[src/rtl/strv32i_pkg.sv]
// Shared STRV32I write-back definitions: source selects, load sizes and the
// load-unit state encoding.
package strv32i_pkg;

    localparam int XLEN = 32;

    localparam logic [2:0] WB_SEL_ALU    = 3'd0;
    localparam logic [2:0] WB_SEL_LOAD   = 3'd1;
    localparam logic [2:0] WB_SEL_IMM    = 3'd2;
    localparam logic [2:0] WB_SEL_IADDER = 3'd3;
    localparam logic [2:0] WB_SEL_CSR    = 3'd4;
    localparam logic [2:0] WB_SEL_PC4    = 3'd5;

    localparam logic [1:0] LOAD_SIZE_BYTE = 2'b00;
    localparam logic [1:0] LOAD_SIZE_HALF = 2'b01;
    localparam logic [1:0] LOAD_SIZE_WORD = 2'b10;

    typedef enum logic [1:0] {
        IDLE = 2'd0,
        REQ  = 2'd1,
        WAIT = 2'd2
    } wb_state_t;

    // Size 2'b11 behaves as a word access.
    function automatic logic is_misaligned(input logic [1:0] size, input logic [1:0] off);
        case (size)
            LOAD_SIZE_BYTE: return 1'b0;
            LOAD_SIZE_HALF: return off[0];
            default:        return (off != 2'b00);
        endcase
    endfunction

endpackage

[src/rtl/wb_load_unit_load_align.sv]
// Load data extractor: picks the addressed byte/half out of the returned word
// and sign- or zero-extends it to XLEN.
module load_align
    import strv32i_pkg::*;
(
    input  logic [XLEN-1:0] rdata_i,
    input  logic [1:0]      offset_i,
    input  logic [1:0]      size_i,
    input  logic            unsigned_i,
    output logic [XLEN-1:0] data32_o
);

    logic [7:0]  byte_w;
    logic [15:0] half_w;

    always_comb begin
        byte_w = rdata_i[7:0];
        case (offset_i)
            2'd0: byte_w = rdata_i[7:0];
            2'd1: byte_w = rdata_i[15:8];
            2'd2: byte_w = rdata_i[23:16];
            2'd3: byte_w = rdata_i[31:24];
            default: byte_w = rdata_i[7:0];
        endcase
    end

    // Halfword offsets ignore bit 0; an odd offset lands in the enclosing half.
    assign half_w = offset_i[1] ? rdata_i[31:16] : rdata_i[15:0];

    always_comb begin
        data32_o = rdata_i;
        case (size_i)
            LOAD_SIZE_BYTE: data32_o = {{24{~unsigned_i & byte_w[7]}}, byte_w};
            LOAD_SIZE_HALF: data32_o = {{16{~unsigned_i & half_w[15]}}, half_w};
            default:        data32_o = rdata_i;
        endcase
    end

endmodule

[src/rtl/wb_load_unit.sv]
// STRV32I stage-3 write-back and data-memory load unit.
// Optional build macro: LOAD_MISALIGN_TRAP_EN (adds misaligned_out, suppresses misaligned loads).
module wb_load_unit
    import strv32i_pkg::*;
(
    input  logic            clk_in,
    input  logic            rst_n_in,
    input  logic [2:0]      wb_mux_sel_in,
    input  logic [1:0]      load_size_in,
    input  logic            load_unsigned_in,
    input  logic            rf_wr_en_in,
    input  logic [4:0]      rd_addr_in,
    input  logic [XLEN-1:0] iadder_in,
    input  logic [XLEN-1:0] alu_result_in,
    input  logic [XLEN-1:0] imm_in,
    input  logic [XLEN-1:0] pc_plus_4_in,
    input  logic [XLEN-1:0] csr_data_in,
    output logic            dmem_req_out,
    output logic [XLEN-1:0] dmem_addr_out,
    input  logic            dmem_gnt_in,
    input  logic            dmem_rvalid_in,
    input  logic [XLEN-1:0] dmem_rdata_in,
    output logic            stall_out,
    output logic            rf_wr_en_out,
    output logic [4:0]      rf_rd_addr_out,
    output logic [XLEN-1:0] rf_wr_data_out
`ifdef LOAD_MISALIGN_TRAP_EN
    ,
    output logic            misaligned_out
`endif
);

    wb_state_t       state_q;
    logic            req_q;
    logic            wr_en_q;
    logic [4:0]      rd_addr_q;
    logic [XLEN-1:0] wr_data_q;

    logic            is_load;
    logic            misalign;
    logic            start_load;
    logic            rd_nonzero;
    logic [XLEN-1:0] wb_data;
    logic [XLEN-1:0] load_data;

    assign is_load    = rf_wr_en_in && (wb_mux_sel_in == WB_SEL_LOAD);
    assign rd_nonzero = (rd_addr_in != 5'd0);

`ifdef LOAD_MISALIGN_TRAP_EN
    logic mis_q;
    assign misalign       = is_misaligned(load_size_in, iadder_in[1:0]);
    assign misaligned_out = mis_q;
`else
    assign misalign = 1'b0;
`endif

    assign start_load    = is_load && !misalign;
    assign dmem_addr_out = {iadder_in[XLEN-1:2], 2'b00};
    assign dmem_req_out  = req_q;

    assign rf_wr_en_out   = wr_en_q;
    assign rf_rd_addr_out = rd_addr_q;
    assign rf_wr_data_out = wr_data_q;

    load_align u_align (
        .rdata_i    (dmem_rdata_in),
        .offset_i   (iadder_in[1:0]),
        .size_i     (load_size_in),
        .unsigned_i (load_unsigned_in),
        .data32_o   (load_data)
    );

    always_comb begin
        wb_data = alu_result_in;
        case (wb_mux_sel_in)
            WB_SEL_IMM:    wb_data = imm_in;
            WB_SEL_IADDER: wb_data = iadder_in;
            WB_SEL_CSR:    wb_data = csr_data_in;
            WB_SEL_PC4:    wb_data = pc_plus_4_in;
            default:       wb_data = alu_result_in;
        endcase
    end

    // Stall releases in the rvalid cycle so the next instruction lands right after the write.
    always_comb begin
        stall_out = 1'b0;
        if (rst_n_in) begin
            case (state_q)
                IDLE:    stall_out = start_load;
                REQ:     stall_out = 1'b1;
                WAIT:    stall_out = !dmem_rvalid_in;
                default: stall_out = 1'b0;
            endcase
        end
    end

    always_ff @(posedge clk_in or negedge rst_n_in) begin
        if (!rst_n_in) begin
            state_q   <= IDLE;
            req_q     <= 1'b0;
            wr_en_q   <= 1'b0;
            rd_addr_q <= 5'd0;
            wr_data_q <= '0;
        end else begin
            wr_en_q <= 1'b0;
            case (state_q)
                IDLE: begin
                    if (start_load) begin
                        state_q <= REQ;
                        req_q   <= 1'b1;
                    end else if (!is_load) begin
                        wr_en_q   <= rf_wr_en_in && rd_nonzero;
                        rd_addr_q <= rd_addr_in;
                        wr_data_q <= wb_data;
                    end
                end
                REQ: begin
                    if (dmem_gnt_in) begin
                        state_q <= WAIT;
                        req_q   <= 1'b0;
                    end
                end
                WAIT: begin
                    if (dmem_rvalid_in) begin
                        state_q   <= IDLE;
                        wr_en_q   <= rd_nonzero;
                        rd_addr_q <= rd_addr_in;
                        wr_data_q <= load_data;
                    end
                end
                default: begin
                    state_q <= IDLE;
                    req_q   <= 1'b0;
                end
            endcase
        end
    end

`ifdef LOAD_MISALIGN_TRAP_EN
    always_ff @(posedge clk_in or negedge rst_n_in) begin
        if (!rst_n_in) begin
            mis_q <= 1'b0;
        end else begin
            mis_q <= (state_q == IDLE) && is_load && misalign;
        end
    end
`endif

endmodule

[config.mk]
export PLATFORM = sky130hd
export DESIGN_NAME = wb_load_unit
export DESIGN_NICKNAME = d
export VERILOG_FILES = /design/src/rtl/strv32i_pkg.sv /design/src/rtl/wb_load_unit_load_align.sv /design/src/rtl/wb_load_unit.sv
export SDC_FILE = /design/constraint.sdc
export NUM_CORES = 1
export LEC_CHECK = 0
export ABC_AREA = 1
export CAP_MARGIN = 0
export CORE_UTILIZATION = 42
export CTS_BUF_LIST = sky130_fd_sc_hd__clkbuf_2
export DETAILED_ROUTE_END_ITERATION = 6
export HOLD_SLACK_MARGIN = 0.03
export PLACE_DENSITY = 0.9
export SLEW_MARGIN = 20
export SYNTH_ARGS = -nofsm -noshare
export SYNTH_HDL_FRONTEND = slang
export SYNTH_SLANG_ARGS = --single-unit
[constraint.sdc]
create_clock -name clk_in -period 2.5 [get_ports clk_in]
set_input_delay 0.5 -clock clk_in [delete_from_list [all_inputs] [get_ports clk_in]]
set_output_delay 0.5 -clock clk_in [all_outputs]
set_load 0.02 [all_outputs]
==> results of run 1 <==
## state kept, by name (all words and copies together) (netlist names)
signal          count
rf_wr_data_out     32
rf_rd_addr_out      5
state_q             2
rf_wr_en_out        1
dmem_req_out        1
## cell type report
class / count / area [µm²] / share of cell area (%)
Timing Repair Buffer: 302 / 2977 / 40.25
Clock inverter: 3 / 43.79 / 0.5922
Multi-Input combinational cell: 638 / 2854 / 38.60
Tap cell: 140 / 175.2 / 2.369
Inverter: 78 / 294.0 / 3.976
Sequential cell: 41 / 1026 / 13.87
Clock buffer: 5 / 25.02 / 0.3384
## Yosys cell counts
cell type,count
clkinv_2,1
nor2_1,57
buf_1,5
a21oi_4,1
inv_2,2
buf_4,35
inv_1,74
clkbuf_1,20
nor2_4,1
nand2_2,1
buf_2,34
conb_1,1
a211oi_1,1
nand4_1,79
a21oi_1,26
nand2_1,337
clkinv_1,1
nor2_2,1
nand3_2,1
nand3_1,112
nor3_1,1
a22oi_1,8
dfrtp_1,41
o21ai_0,9
nand4_2,1
## layer usage
layer / share of wire, % / track usage, % / routed length [µm] / up-vias
met3: 9.5 / 5.266 / 1875 / 52
met2: 46 / 54.58 / 9033 / 367
met4: 4.1 / 13.99 / 808 / 0
met5: 0 / 0 / 0 / -
li1: - / - / - / 3155
met1: 41 / 43.01 / 8034 / 2911
## report_power, final
group / internal, W / switching (W)
sequential: 0.000998 / 0.000200
clock: 0.000171 / 0.000234
combinational: 0.00138 / 0.00188
total: 0.00255 / 0.00232
## worst max-delay path: stages
cell and delay, ns:
clkdlybuf4s50_1 0.50, nand4_2 0.14, a21oi_4 0.14, nand2_1 0.06
a21oi_1 0.10, dlygate4sd2_1 0.34
## layout by cell type, fill, tap and decap left out
master / Yosys / routed
nand3_2: 1 / 1
buf_12: 0 / 3
clkdlybuf4s50_1: 0 / 272
clkbuf_2: 0 / 5
nand4_2: 1 / 1
inv_6: 0 / 1
clkinv_2: 1 / 2
conb_1: 1 / 2
a21oi_4: 1 / 1
nand2_2: 1 / 1
nor3_1: 1 / 1
a21oi_1: 26 / 26
nand2_1: 337 / 337
nor2_4: 1 / 1
nand4_1: 79 / 79
a211oi_1: 1 / 1
nor2_2: 1 / 2
bufinv_16: 0 / 1
nand3_1: 112 / 112
buf_4: 35 / 22
inv_1: 74 / 74
inv_2: 2 / 2
a22oi_1: 8 / 8
o21ai_0: 9 / 9
buf_2: 34 / 4
nor2_1: 57 / 56
clkinv_1: 1 / 1
dfrtp_1: 41 / 41
dlygate4sd2_1: 0 / 1
## stage by stage
stage / setup slack [ns] / power [W]
after floorplan: 0.3111 / 0.002991
after global placement: -0.04667 / 0.004391
after detailed placement: -0.07561 / 0.004465
after CTS: 0.2047 / 0.004867
after global routing: 0.1154 / 0.005222
final: 0.2108 / 0.004871
## kinds of logic after synthesis
family	Yosys count	synth area share (%)
AO/OA/AOI/OAI	45	5.517
buffers and inverters	172	17.48
flip-flops	41	21.85
other	1	0.07988
AND/OR/NAND/NOR	591	55.06
## worst paths after layout
kind	start	to	slack (ns)	cells after the start
max	rf_wr_en_in	stall_out	0.21	6
min	rst_n_in	state_q[1]	0.14	2
max reg2reg	state_q[0]	rf_wr_data_out[1]	0.57	8
min reg2reg	rf_wr_data_out[8]	rf_wr_data_out[8]	0.51	2
max in group asynchronous	rst_n_in	rf_wr_data_out[17]	1.94	2
min in group clk_in	rf_wr_data_out[8]	rf_wr_data_out[8]	0.51	2
==> reports/qor.txt, run 1 <==
Data required, critical path = 2.00 ns
Hold_buf cts = 0
TritonCTS clock tree = built
Routed wire length = 19750 µm
Status = completed
Hold WS = 0.1425 ns
Avg WL per Cell = 16.36 µm
Slew HR = 56.35%
Initial drt markers = 623
Die ar. = 0.01160 mm²
IO Port Bufs = 277
Routability Congestion = 0.9675
Worst setup SP type = primary input
Chip width = 107.7 µm
Diode count = 0
Vias in the first global route = 5706
Post-cts sizing count = 1
Finished Layout Cells = 1207
Placed insts = 1199
Final Max Tran Viols = 0
Final min period = 2.289 ns
Synth Warn # = 0
Fmax = 436.8 MHz
Gr usage total = 33.23%
Critical Path AT = 1.79 ns
Utilization after layout = 67.92%
Cell Rows = 38
Max Clock Skew = 0.03196 ns
Worst-path maximum fanout = 2
GRT Residual Overflow = 0
Sequential area share after synthesis = 21.86%
H-tree level count = 2
CORE AREA = 0.01089 mm²
Largest net degree at the start of global routing = 64
HP Class = primary input to asynchronous set/reset pin
Hold Vio Cnt, Final = 0
Number of max-cap violations = 0
Clk slew on worst S/H paths = 0.23 ns
Clock buffer depth = 2
Share of layout cells above drive strength 1 = 4.405%
Filler cell count = 966
First-pass GRT wire length = 29780 µm
DP Area = 0.007327 mm²
Synthesis-stage register bit count = 41
Root Buffer = clkbuf_2
Final setup fails = 0
Initial antenna violation count = 0
Area contributors post-synth = nand2_1 27%, dfrtp_1 22%, nand3_1 12%
Type of the worst setup path = primary input to primary output
RSZ-0062 raised after global routing = no
Post-DR vias/cell = 5.373
Synth Instances = 850
Worst-margin pin slew = 0.6547 ns
Postcts setup bufs = 0
Peak supply drop = 531.6 µV
DRC = 0
P&R area growth vs syn = 57.52%
Final net count = 1274
Drt first pass iters = 5
Worst-Skew Late Latency = 0.40 ns
Initial Util = 43.12%
Post-DP HPWL = 15470 µm
Routed Antenna Nets = 0
Avg Cell Area, Syn = 5.523 µm²
Routed vias = 6485
Power density cells = 658.7 mW/mm²
Setup TNS = 0 ns
Total CTS buffers = 5
Pleak = 3.725 nW
Yosys top cell by area = nand2_1
Mapped cell area = 0.004695 mm²
Yosys top cell area share = 26.95%
I/O pin count = 280
Post-route design area = 0.007395 mm²
Final period util = 91.57%
Unique masters post-synth = 25
Die height = 107.7 µm
Capturing element type of the critical path = primary output
Clock Sinks = 41
(Power assumes the default switching activity.)
==> run 2, diff against run 1 <==
--- a/config.mk
+++ b/config.mk
@@ -6,7 +6,6 @@
 export NUM_CORES = 1
 export LEC_CHECK = 0
 export ABC_AREA = 1
-export CAP_MARGIN = 0
 export CORE_UTILIZATION = 42
 export CTS_BUF_LIST = sky130_fd_sc_hd__clkbuf_2
 export DETAILED_ROUTE_END_ITERATION = 6
==> results of run 2 <==
No change in the layout: final DEF, timing and power equal those of run 1.
